===== src/rtl/aes_mix_columns.sv =====
// -----------------------------------------------------------------------------
// aes_mix_columns
//
// Column-serial AES MixColumns / InvMixColumns stage.  A 128-bit state is
// accepted in IDLE, its four columns are pushed one per cycle through a single
// shared GF(2^8) column datapath, and the finished state is presented in DONE
// under a valid/ready handshake.
//
// Byte layout: byte i = data[8i+7:8i]; column c = bytes 4c..4c+3, with byte 4c
// holding row 0 of that column.
//
// Build option:
//   MIXCOL_INV_EN  defined   -> encrypt=0 selects InvMixColumns.
//                  undefined -> the inverse datapath is not built; encrypt is
//                               ignored and the forward transform (or bypass)
//                               is always applied.  The port list is unchanged.
// -----------------------------------------------------------------------------

`ifndef DATA_SIZE
`define DATA_SIZE 128
`endif

module aes_mix_columns (
    input  logic                   clk,
    input  logic                   rst,
    input  logic [`DATA_SIZE-1:0]  data_in,
    input  logic                   encrypt,
    input  logic                   bypass,
    input  logic                   in_valid,
    output logic                   in_ready,
    output logic [`DATA_SIZE-1:0]  data_out,
    output logic                   out_valid,
    input  logic                   out_ready
);

    typedef enum logic [1:0] {
        IDLE = 2'd0,
        BUSY = 2'd1,
        DONE = 2'd2
    } state_t;

    // -------------------------------------------------------------------------
    // GF(2^8) helpers, reduction polynomial x^8 + x^4 + x^3 + x + 1 (0x11B)
    // -------------------------------------------------------------------------

    // Multiply a field element by x (i.e. by 02).
    function automatic logic [7:0] xtime(input logic [7:0] b);
        logic [7:0] shifted;
        shifted = {b[6:0], 1'b0};
        if (b[7]) begin
            xtime = shifted ^ 8'h1b;
        end else begin
            xtime = shifted;
        end
    endfunction

    // Forward MixColumns on one column: b_r = 2a_r ^ 3a_(r+1) ^ a_(r+2) ^ a_(r+3).
    function automatic logic [31:0] mix_fwd(input logic [31:0] col);
        logic [7:0] a0;
        logic [7:0] a1;
        logic [7:0] a2;
        logic [7:0] a3;
        logic [7:0] b0;
        logic [7:0] b1;
        logic [7:0] b2;
        logic [7:0] b3;
        a0 = col[7:0];
        a1 = col[15:8];
        a2 = col[23:16];
        a3 = col[31:24];
        // 3a = 2a ^ a, so each row is xtime(a_r ^ a_(r+1)) ^ a_(r+1) ^ a_(r+2) ^ a_(r+3)
        b0 = xtime(a0 ^ a1) ^ a1 ^ a2 ^ a3;
        b1 = xtime(a1 ^ a2) ^ a2 ^ a3 ^ a0;
        b2 = xtime(a2 ^ a3) ^ a3 ^ a0 ^ a1;
        b3 = xtime(a3 ^ a0) ^ a0 ^ a1 ^ a2;
        mix_fwd = {b3, b2, b1, b0};
    endfunction

`ifdef MIXCOL_INV_EN
    // Multiply by 0E, 0B, 0D, 09 built from x2/x4/x8 partial products.
    function automatic logic [7:0] mul_0e(input logic [7:0] a);
        logic [7:0] x2;
        logic [7:0] x4;
        logic [7:0] x8;
        x2 = xtime(a);
        x4 = xtime(x2);
        x8 = xtime(x4);
        mul_0e = x8 ^ x4 ^ x2;
    endfunction

    function automatic logic [7:0] mul_0b(input logic [7:0] a);
        logic [7:0] x2;
        logic [7:0] x8;
        x2 = xtime(a);
        x8 = xtime(xtime(x2));
        mul_0b = x8 ^ x2 ^ a;
    endfunction

    function automatic logic [7:0] mul_0d(input logic [7:0] a);
        logic [7:0] x4;
        logic [7:0] x8;
        x4 = xtime(xtime(a));
        x8 = xtime(x4);
        mul_0d = x8 ^ x4 ^ a;
    endfunction

    function automatic logic [7:0] mul_09(input logic [7:0] a);
        logic [7:0] x8;
        x8 = xtime(xtime(xtime(a)));
        mul_09 = x8 ^ a;
    endfunction

    // InvMixColumns on one column: b_r = 0E a_r ^ 0B a_(r+1) ^ 0D a_(r+2) ^ 09 a_(r+3).
    function automatic logic [31:0] mix_inv(input logic [31:0] col);
        logic [7:0] a0;
        logic [7:0] a1;
        logic [7:0] a2;
        logic [7:0] a3;
        logic [7:0] b0;
        logic [7:0] b1;
        logic [7:0] b2;
        logic [7:0] b3;
        a0 = col[7:0];
        a1 = col[15:8];
        a2 = col[23:16];
        a3 = col[31:24];
        b0 = mul_0e(a0) ^ mul_0b(a1) ^ mul_0d(a2) ^ mul_09(a3);
        b1 = mul_0e(a1) ^ mul_0b(a2) ^ mul_0d(a3) ^ mul_09(a0);
        b2 = mul_0e(a2) ^ mul_0b(a3) ^ mul_0d(a0) ^ mul_09(a1);
        b3 = mul_0e(a3) ^ mul_0b(a0) ^ mul_0d(a1) ^ mul_09(a2);
        mix_inv = {b3, b2, b1, b0};
    endfunction
`endif

    // -------------------------------------------------------------------------
    // State
    // -------------------------------------------------------------------------
    state_t                  state_r;
    logic [1:0]              col_cnt_r;
    logic [`DATA_SIZE-1:0]   data_r;
    logic                    byp_r;
    logic [`DATA_SIZE-1:0]   result_r;
    logic                    out_valid_r;
    logic                    in_ready_r;
`ifdef MIXCOL_INV_EN
    logic                    enc_r;
`else
    // encrypt has no function in a forward-only build; keep it visibly consumed.
    logic                    unused_encrypt_s;
    assign unused_encrypt_s = encrypt;
`endif

    logic [31:0]             col_in_s;
    logic [31:0]             col_out_s;

    // Select the column currently being processed from the latched state.
    always_comb begin
        col_in_s = 32'h0000_0000;
        case (col_cnt_r)
            2'd0:    col_in_s = data_r[31:0];
            2'd1:    col_in_s = data_r[63:32];
            2'd2:    col_in_s = data_r[95:64];
            2'd3:    col_in_s = data_r[127:96];
            default: col_in_s = data_r[31:0];
        endcase
    end

    // Shared column datapath: bypass wins, then direction selects the transform.
    always_comb begin
        col_out_s = col_in_s;
        if (byp_r) begin
            col_out_s = col_in_s;
        end
`ifdef MIXCOL_INV_EN
        else if (enc_r) begin
            col_out_s = mix_fwd(col_in_s);
        end else begin
            col_out_s = mix_inv(col_in_s);
        end
`else
        else begin
            col_out_s = mix_fwd(col_in_s);
        end
`endif
    end

    // Control FSM, input latch and result register; reset beats any accept.
    always_ff @(posedge clk) begin
        if (rst) begin
            state_r     <= IDLE;
            col_cnt_r   <= 2'd0;
            data_r      <= {`DATA_SIZE{1'b0}};
            byp_r       <= 1'b0;
            result_r    <= {`DATA_SIZE{1'b0}};
            out_valid_r <= 1'b0;
            in_ready_r  <= 1'b1;
`ifdef MIXCOL_INV_EN
            enc_r       <= 1'b1;
`endif
        end else begin
            case (state_r)
                IDLE: begin
                    if (in_valid && in_ready_r) begin
                        data_r     <= data_in;
                        byp_r      <= bypass;
`ifdef MIXCOL_INV_EN
                        enc_r      <= encrypt;
`endif
                        col_cnt_r  <= 2'd0;
                        in_ready_r <= 1'b0;
                        state_r    <= BUSY;
                    end else begin
                        in_ready_r  <= 1'b1;
                        out_valid_r <= 1'b0;
                    end
                end
                BUSY: begin
                    case (col_cnt_r)
                        2'd0:    result_r[31:0]   <= col_out_s;
                        2'd1:    result_r[63:32]  <= col_out_s;
                        2'd2:    result_r[95:64]  <= col_out_s;
                        2'd3:    result_r[127:96] <= col_out_s;
                        default: result_r[31:0]   <= col_out_s;
                    endcase
                    col_cnt_r <= col_cnt_r + 2'd1;
                    if (col_cnt_r == 2'd3) begin
                        state_r     <= DONE;
                        out_valid_r <= 1'b1;
                    end else begin
                        state_r     <= BUSY;
                    end
                end
                DONE: begin
                    // result_r is left untouched so data_out holds after the handshake.
                    if (out_ready) begin
                        state_r     <= IDLE;
                        out_valid_r <= 1'b0;
                        in_ready_r  <= 1'b1;
                    end else begin
                        state_r     <= DONE;
                        out_valid_r <= 1'b1;
                    end
                end
                default: begin
                    state_r     <= IDLE;
                    col_cnt_r   <= 2'd0;
                    out_valid_r <= 1'b0;
                    in_ready_r  <= 1'b1;
                end
            endcase
        end
    end

    assign in_ready  = in_ready_r;
    assign out_valid = out_valid_r;
    assign data_out  = result_r;

endmodule


===== config.mk =====
export PLATFORM = sky130hd
export DESIGN_NAME = aes_mix_columns
export DESIGN_NICKNAME = d
export VERILOG_FILES = /design/src/rtl/aes_mix_columns.sv
export SDC_FILE = /design/constraint.sdc
export NUM_CORES = 1
export LEC_CHECK = 0
export CORE_MARGIN = 8
export CORE_UTILIZATION = 44
export CTS_BUF_LIST = sky130_fd_sc_hd__clkbuf_4
export DETAILED_ROUTE_END_ITERATION = 10
export PLACE_DENSITY = 0.78
export SLEW_MARGIN = 10
export SYNTH_ARGS = -nofsm -noshare
export SYNTH_HDL_FRONTEND = slang
export SYNTH_SLANG_ARGS = --single-unit

===== constraint.sdc =====
create_clock -name clk -period 3.9 [get_ports clk]
set_input_delay 0.585 -clock clk [delete_from_list [all_inputs] [get_ports clk]]
set_output_delay 0.585 -clock clk [all_outputs]
set_load 0.01 [all_outputs]

==> results.toml, run 1 <==
[outcome]
status = "finished, final reports clean"

[clocking]
h-tree-depth = 3
cts_tree = "built"
root_buffer = "clkbuf_4"
numCtsBuffers = 70
cts_resized = 0
hold_buffers = 0
clock_sinks = 263
post_cts.repair.setup_buffers = 0
clkSlewWorstSetupHoldPaths_ps = 70
clock_path_buffers = 3
clock_latency_ps = 690

[layout]
fin_area_sq_um = 16100
fin_cells = 2144
multi_input_area_sq_um = 6370
fill_cells = 2480
drive_gt1_share_pct = 10.2
layout.nets = 1869
syn_to_final_growth_pct = 32.1
regArea_sq_um = 5270

[sta]
final_max_slew_viol_count = 0
slew_headroom_pct = 22.2
rsz0062_at_grt = "no"
tightestPinTransition_ps = 1170
clock.fmax_mhz = 271
setup_viol = 0
skew_ps = 59.1
fin_hold_ws_ps = 366
fin_crit_sh_pct = 94.8
fin_setup_tns_ps = 0
hold_viol_final = 0
fin_crit_ps = 3700

[setup_path]
crit_path_end_kind = "flop"
cpMostUsedCell = "xnor2_1"
crit_path_start_kind = "flop"
crit_arrival_ps = 4240
required_ps = 4450
slowest_delay_ps = 870
cp_cell_sequence = "inv_1 -> ha_1 -> buf_4 -> a222oi_1 -> xnor2_1 -> xnor2_1 -> xnor2_1 -> a211oi_1 -> buf_4 -> a211oi_1"
slowest_stage = "a222oi_1"
worstPathMaxFanout = 15
setup.worst_path.class = "reg -> reg"

[synthesis]
ys_ff_latch = 263
yosys.area.top_type = "dfxtp_1"
ys_seq_area_share_pct = 43.2
yosys.area.top_type_share_pct = 43.2
synth_top_flop_cell = "dfxtp_1"
synth.avg_cell_area_sq_um = 8.33
syn_nets = 1607
yosysMostFrequentCell = "nand2_1"
synth-edff-count = 0
synthCells = 1464
synthTopCellsByCount = "344 x nand2_1, 263 x dfxtp_1, 143 x a21oi_1"
ys.warnings.count = 0
async_flop_share_pct = 0
yosysUniqueCellTypes = 49
syn_area_sq_um = 12200
synth.area.top_cells = "dfxtp_1 43%, nand2_1 11%, xnor2_1 7.5%, a21oi_1 5.9%, o221ai_1 3.5%"

[global_route]
grt_overflow = 0
grt_start_max_net_pins = 150
gr-usage-all-layers_pct = 23.5
antenna_found_initial = 1
grt_pass1_wl_um = 62800
grt_pass1_vias = 11500

[detailed_routing]
drt_first_pass_iters = 7
wl_per_cell_um = 18.8
drtAntennaViolNets = 0
drt_iter0_markers = 1142
vias_per_cell = 5.53
drcViolationCount = 0
via_count = 11800
wl_um = 40400

[worst_hold_path]
hold_class = "in -> reg"

[power_and_ir_drop]
p_seq_share_pct = 40.4
p_int_mw = 5.09
p_comb_share_pct = 27.2
power_density_nw_per_um2 = 469
ir_drop_uv = 190
p_leak_nw = 5.71
p_sw_mw = 2.47
p_total_mw = 7.55
p_clk_share_pct = 32.4
swShare_pct = 32.7

[die]
die_area_sq_um = 33300
start_util_pct = 44.3
die_w_um = 183
core_sq_um = 27600
io_pins = 264
die_h_um = 183
num_rows = 61

[place]
routabilityCongestion = 0.890
dpl_cell_area_sq_um = 15200
hpwl_um = 29600
placed_cells = 2032
port_buffers = 262

[run]
cap_violations = 0
## cell usage in the layout (no fill, tap or decap), drive strengths merged, types with 32 or more instances in the layout
master and count:
o21ai 44, clkbuf 95, nand2b 35, buf 58
a21oi 143, o221ai 49, xnor2 104, nor2 75
a211oi 44, clkdlybuf4s50 261, dfxtp 263, nand2 344
xor2 48, a222oi 32
## power by group through the flow
| stage | clock [mW] | sequential (mW) | combinational (mW) |
|---|---|---|---|
| after floorplan | 0 | 3.08 | 1.25 |
| after global placement | 0 | 3.10 | 2.00 |
| after detailed placement | 0 | 3.11 | 2.04 |
| after CTS | 2.49 | 3.05 | 2.04 |
| after global routing | 2.64 | 3.07 | 2.22 |
| final | 2.45 | 3.05 | 2.05 |
## per-layer routing
| metal | track usage, % | share of wire, % | up-vias | wire [um] |
|---|---|---|---|---|
| li1 | - | - | 5619 | - |
| met1 | 29.0 | 41 | 5562 | 16700 |
| met2 | 38.5 | 47 | 581 | 18900 |
| met3 | 5.51 | 8.4 | 86 | 3390 |
| met4 | 10.2 | 3.3 | 0 | 1320 |
| met5 | 0 | 0 | - | 0 |
## per-stage QoR
| stage | setup slack [ps] | util [%] |
|---|---|---|
| floorplan | 1050 | - |
| global placement | 350 | 55.3 |
| detailed placement | 299 | 55.3 |
| CTS | 291 | 58.5 |
| global route | 30.4 | 58.5 |
| finish | 204 | 58.5 |
## cells by family after synthesis
group	share of synthesized area, %
simple gates	17.4
fa+ha+maj	0.923
compound gates	19.8
buf+inv	4.75
mux	2.41
flops	43.2
xor+xnor	11.5
## worst paths after layout
check / startpoint / end / slack (ps) / cells after the start
worst max-delay path: col_cnt_r[0] / data_out[126] / 200 / 10
worst min-delay path: rst / data_out[110] / 370 / 2
worst max register to register: col_cnt_r[0] / data_out[126] / 200 / 10
worst min register to register: data_r[92] / data_r[92] / 460 / 2
## state kept, by name, summed over array words and instances (netlist names)
register,count
data_out,128
in_ready,1
col_cnt_r,2
data_r,128
byp_r,1
out_valid,1
state_r,2
## critical path, delay by kind of cell (launching register included)
family / cells / cell delay, ps
adders and majority gates: 1 / 430
AOI/OAI and AO/OA: 3 / 1440
DFF: 1 / 370
xor gates and xnor gates: 3 / 650
buffers and inverters: 3 / 650
## layout make-up
type / count / area share [%]
Inverter: 16 / 0.373
Sequential cell: 263 / 32.7
Clock inverter: 16 / 0.939
Antenna cell: 1 / 0.0155
Timing Repair Buffer: 319 / 19.1
Tap cell: 378 / 2.93
Multi-Input combinational cell: 1056 / 39.5
Clock buffer: 95 / 4.43
Note: power is estimated with default switching activity, not from simulation.
==> inputs of run 2 (changes only) <==
--- a/config.mk
+++ b/config.mk
@@ -10,6 +10,7 @@
 export CTS_BUF_LIST = sky130_fd_sc_hd__clkbuf_4
 export DETAILED_ROUTE_END_ITERATION = 10
 export PLACE_DENSITY = 0.78
+export SETUP_SLACK_MARGIN = 0.5
 export SLEW_MARGIN = 10
 export SYNTH_ARGS = -nofsm -noshare
 export SYNTH_HDL_FRONTEND = slang
==> results.toml, run 2 (synthesis results as in run 1) <==
[clocking]
clock_latency_ps = 690
cts_tree = "built"
numCtsBuffers = 70
root_buffer = "clkbuf_4"
clock_path_buffers = 3
clock_sinks = 263
clkSlewWorstSetupHoldPaths_ps = 60
h-tree-depth = 3

[run]
cap_violations = 0

[sta]
fin_setup_tns_ps = 0
skew_ps = 62.0
tightestPinTransition_ps = 1050
rsz0062_at_grt = "no"
fin_crit_sh_pct = 82.4
final_max_slew_viol_count = 0
slew_headroom_pct = 29.6
hold_viol_final = 0
clock.fmax_mhz = 311
setup_viol = 0
fin_crit_ps = 3210

[detailed_routing]
drtAntennaViolNets = 0
vias_per_cell = 5.53
via_count = 11900
drt_first_pass_iters = 7
wl_um = 40500
drt_iter0_markers = 1094
wl_per_cell_um = 18.8
drcViolationCount = 0

[outcome]
status = "finished, final reports clean"

[layout]
fin_area_sq_um = 16200
layout.nets = 1881
final_cell_mix = "344 x nand2_1, 263 x dfxtp_1, 261 x clkdlybuf4s50_1, 143 x a21oi_1, 102 x xnor2_1"
drive_gt1_share_pct = 11.1
fill_cells = 2459
final_common_cell = "nand2_1"
regArea_sq_um = 5270
multi_input_area_sq_um = 6410
syn_to_final_growth_pct = 33.1

[global_route]
grt_start_max_net_pins = 150
grt_pass1_vias = 11600
grt_overflow = 0
antenna_found_initial = 1
grt_pass1_wl_um = 63100
gr-usage-all-layers_pct = 23.6

[die]
die_h_um = 183
io_pins = 264
core_sq_um = 27600
start_util_pct = 44.3
num_rows = 61
die_area_sq_um = 33300
die_w_um = 183

[setup_path]
crit_path_start_kind = "flop"
crit_path_end_kind = "flop"
required_ps = 4460
worstPathMaxFanout = 15
crit_arrival_ps = 3770
setup.worst_path.class = "reg -> reg"

[power_and_ir_drop]
p_comb_share_pct = 27.4
power_density_nw_per_um2 = 466
swShare_pct = 32.7
p_seq_share_pct = 40.3
p_sw_mw = 2.47
p_int_mw = 5.10
p_leak_nw = 5.77
ir_drop_uv = 190
p_clk_share_pct = 32.3

[worst_hold_path]
hold_class = "in -> reg"

[place]
routabilityCongestion = 0.890
hpwl_um = 29600
port_buffers = 262
dpl_cell_area_sq_um = 15200
[run 2: cell types whose count changed in the layout (fill, tap and decap cells not counted), sizes merged]
cell / delta
buf: +12
[run 2: metal layers]
metal | vias up | global-route usage, % | wire, um
li1 | 5646 | - | -
met1 | 5634 | 29.2 | 16900
met2 | 548 | 38.7 | 19000
met3 | 84 | 5.47 | 3240
met4 | 0 | 10.2 | 1350
met5 | - | 0 | 0
[run 2: final timing paths]
| kind | from | end | slack [ps] | depth (start not counted) |
|---|---|---|---|---|
| worst max-delay path | col_cnt_r[0] | data_out[50] | 690 | 10 |
| worst min-delay path | rst | data_out[110] | 360 | 2 |
| worst max register to register | col_cnt_r[0] | data_out[50] | 690 | 10 |
| worst min register to register | data_r[92] | data_r[92] | 450 | 2 |
[run 2: metrics by stage]
step / instances / utilization, % / power, mW / hold slack, ps / worst slack [ps]
after floorplan: 1464 / - / 4.33 / 436 / 1050
after global placement: 2032 / 55.3 / 5.10 / 442 / 350
after detailed placement: 2032 / 55.3 / 5.14 / 447 / 299
after CTS: 2153 / 58.8 / 7.59 / 327 / 532
after global routing: 2156 / 58.9 / 7.96 / 358 / 529
final: 2156 / 58.9 / 7.57 / 363 / 688
[run 2: area by class of cell]
| type | count | area share [%] |
|---|---|---|
| clock buffer | 95 | 4.39 |
| antenna | 1 | 0.0154 |
| inverter | 16 | 0.370 |
| sequential | 263 | 32.4 |
| timing repair buffer | 331 | 19.5 |
| tap | 378 | 2.91 |
| clock inverter | 16 | 0.932 |
| multi-input combinational | 1056 | 39.5 |
[run 2: timing repair]
action / CTS / global route
setup buffers: 10 / 2
gates resized for setup: 2 / 4
setup endpoints to repair: 61 / 96
pin swaps: 5 / 4
hold buffers: 0 / 0
[run 2: worst max-delay path, cell delays in order, from the launching register on]
cell      delay (ps)
dfxtp_1          380
inv_1            130
ha_4             250
buf_4            220
a222oi_1         420
buf_4            240
xnor2_1          190
xor2_1           290
xnor2_1          120
mux4_2           610
a211oi_1         230
[run 2: power groups by stage]
stage	Sequential (mW)	Clock (mW)	Combinational (mW)
floorplan	3.08	0	1.25
global placement	3.10	0	2.00
detailed placement	3.11	0	2.04
CTS	3.05	2.49	2.05
global route	3.07	2.65	2.24
finish	3.05	2.45	2.07
==> inputs of run 3 (changes only) <==
--- a/config.mk
+++ b/config.mk
@@ -9,7 +9,7 @@
 export CORE_UTILIZATION = 44
 export CTS_BUF_LIST = sky130_fd_sc_hd__clkbuf_4
 export DETAILED_ROUTE_END_ITERATION = 10
-export PLACE_DENSITY = 0.78
+export PLACE_DENSITY = 0.81
 export SETUP_SLACK_MARGIN = 0.5
 export SLEW_MARGIN = 10
 export SYNTH_ARGS = -nofsm -noshare
==> constraint.sdc (replaced) <==
create_clock -name clk -period 2.87 [get_ports clk]
set_input_delay 0.4305 -clock clk [delete_from_list [all_inputs] [get_ports clk]]
set_output_delay 0.4305 -clock clk [all_outputs]
set_load 0.01 [all_outputs]
==> results.toml, run 3 (synthesis results as in run 1) <==
[global_route]
grt_overflow = 0
grtUsageMet1_pct = 31.1
grt_pass1_vias = 12500
antenna_found_initial = 1
grt_start_max_net_pins = 111
met2_usage_pct = 42.2
gr-usage-all-layers_pct = 25.3
use_met3_pct = 5.65
grt_busiest_layer = "met2"
grt_pass1_wl_um = 67600

[setup_path]
crit_path_start_kind = "flop"
cp_cell_sequence = "inv_4 -> ha_4 -> buf_6 -> a222oi_1 -> buf_4 -> xnor2_4 -> xor2_2 -> xnor2_1 -> mux4_2 -> a211oi_2"
setup.worst_path.class = "reg -> reg"
slowest_stage = "mux4_2"
slowest_delay_ps = 610
crit_arrival_ps = 3450
crit_path_end_kind = "flop"
required_ps = 3430
worstPathMaxFanout = 6
ff2ff_setup_slack_ps = -10

[clocking]
clkSlewWorstSetupHoldPaths_ps = 80
h-tree-depth = 3
root_buffer = "clkbuf_4"
cts_tree = "built"
clock_sinks = 263
clock_path_buffers = 3
clock_latency_ps = 700
numCtsBuffers = 72

[detailed_routing]
drt_first_pass_iters = 7
drcViolationCount = 0
wl_um = 46400
drt_iter0_markers = 1488
vias_per_cell = 5.66
via_count = 12800
wl_per_cell_um = 20.5
drtAntennaViolNets = 0

[sta]
final_max_slew_viol_count = 0
skew_ps = 62.4
setup_viol = 3
fin_crit_ps = 2880
tightestPinTransition_ps = 1150
rsz0062_at_grt = "yes"
clock.fmax_mhz = 347
fin_hold_ws_ps = 176
slew_headroom_pct = 23.5
hold_viol_final = 0
setup_ws_ps = -13.4
fin_crit_sh_pct = 100

[die]
die_w_um = 183
die_h_um = 183
num_rows = 61
start_util_pct = 44.3
core_sq_um = 27600
io_pins = 264
die_area_sq_um = 33300

[place]
port_buffers = 262
hpwl_um = 30900
dpl_cell_area_sq_um = 15800
placed_cells = 2070
routabilityCongestion = 0.898

[layout]
fin_cells = 2261
layout.nets = 1974
final_common_cell = "nand2_1"
multi_input_area_sq_um = 7610
regArea_sq_um = 5270
fill_cells = 2030
syn_to_final_growth_pct = 50.7
fin_area_sq_um = 18400
final_cell_mix = "344 x nand2_1, 261 x dfxtp_1, 261 x clkdlybuf4s50_1, 139 x a21oi_1, 123 x buf_4"
drive_gt1_share_pct = 24.0

[outcome]
violations = "setup timing"
status = "finished, violations left"

[power_and_ir_drop]
p_total_mw = 11.2
power_density_nw_per_um2 = 610
p_leak_nw = 6.62
ir_drop_uv = 322

[run]
cap_violations = 0

[worst_hold_path]
hold_class = "in -> reg"
==> run 3: cell types whose count changed in the layout (fill, tap and decap cells not counted), sizes merged <==
cell,before,now
buf,70,157
bufbuf,0,1
bufinv,3,0
clkbuf,95,106
clkinv,10,18
clkinvlp,1,0
inv,18,20
==> run 3: through the flow <==
stage / setup slack, ps / util (%) / setup TNS [ps]
5_1_grt: -54.0 / 66.7 / -209
4_1_cts: 131 / 63.5 / 0
6_report: -13.4 / 66.7 / -38.4
2_1_floorplan: 145 / - / 0
3_5_place_dp: -37.8 / 57.2 / -61.9
3_3_place_gp: 81.4 / 57.2 / 0
==> run 3: cell type report <==
cell class,instances,share of cell area (%)
multi-input combinational,1056,41.4
clock buffer,103,4.21
timing repair buffer,422,22.3
clock inverter,22,0.470
inverter,16,0.354
antenna,1,0.0136
tap,378,2.57
sequential,263,28.7
==> run 3: what timing repair did <==
| action | in CTS | in global routing |
|---|---|---|
| endpoints found under the setup margin | 128 | 128 |
| gates resized for setup | 99 | 94 |
| pin swaps | 65 | 62 |
| hold buffers | 0 | 0 |
| setup buffers | 33 | 27 |
| gates cloned | 1 | 4 |
==> run 3: where the power goes <==
part	switching (mW)	leakage [nW]	internal, mW
combinational	2.10	3.95	1.71
clock	1.60	0.526	1.65
sequential	0.230	2.14	3.93
==> run 3: worst paths after layout <==
path                start           end  depth (start not counted)
max          col_cnt_r[0]  data_out[61]                         10
min                   rst   data_out[5]                          2
max reg2reg  col_cnt_r[0]  data_out[61]                         10
min reg2reg   data_r[104]   data_r[104]                          2
==> run 3: per-layer routing <==
| metal | part of all wire [%] | up-vias |
|---|---|---|
| met3 | 10 | 152 |
| met2 | 48 | 794 |
| met5 | 0 | - |
| met1 | 38 | 6014 |
| met4 | 3.9 | 0 |
| li1 | - | 5842 |
==> run 3: worst max-delay path: cells and delay by family (launching register included) <==
family	cells	cell delay, ps
compound gates	2	610
mux	1	610
xor+xnor	3	470
buf+inv	3	450
flops	1	400
fa+ha+maj	1	210
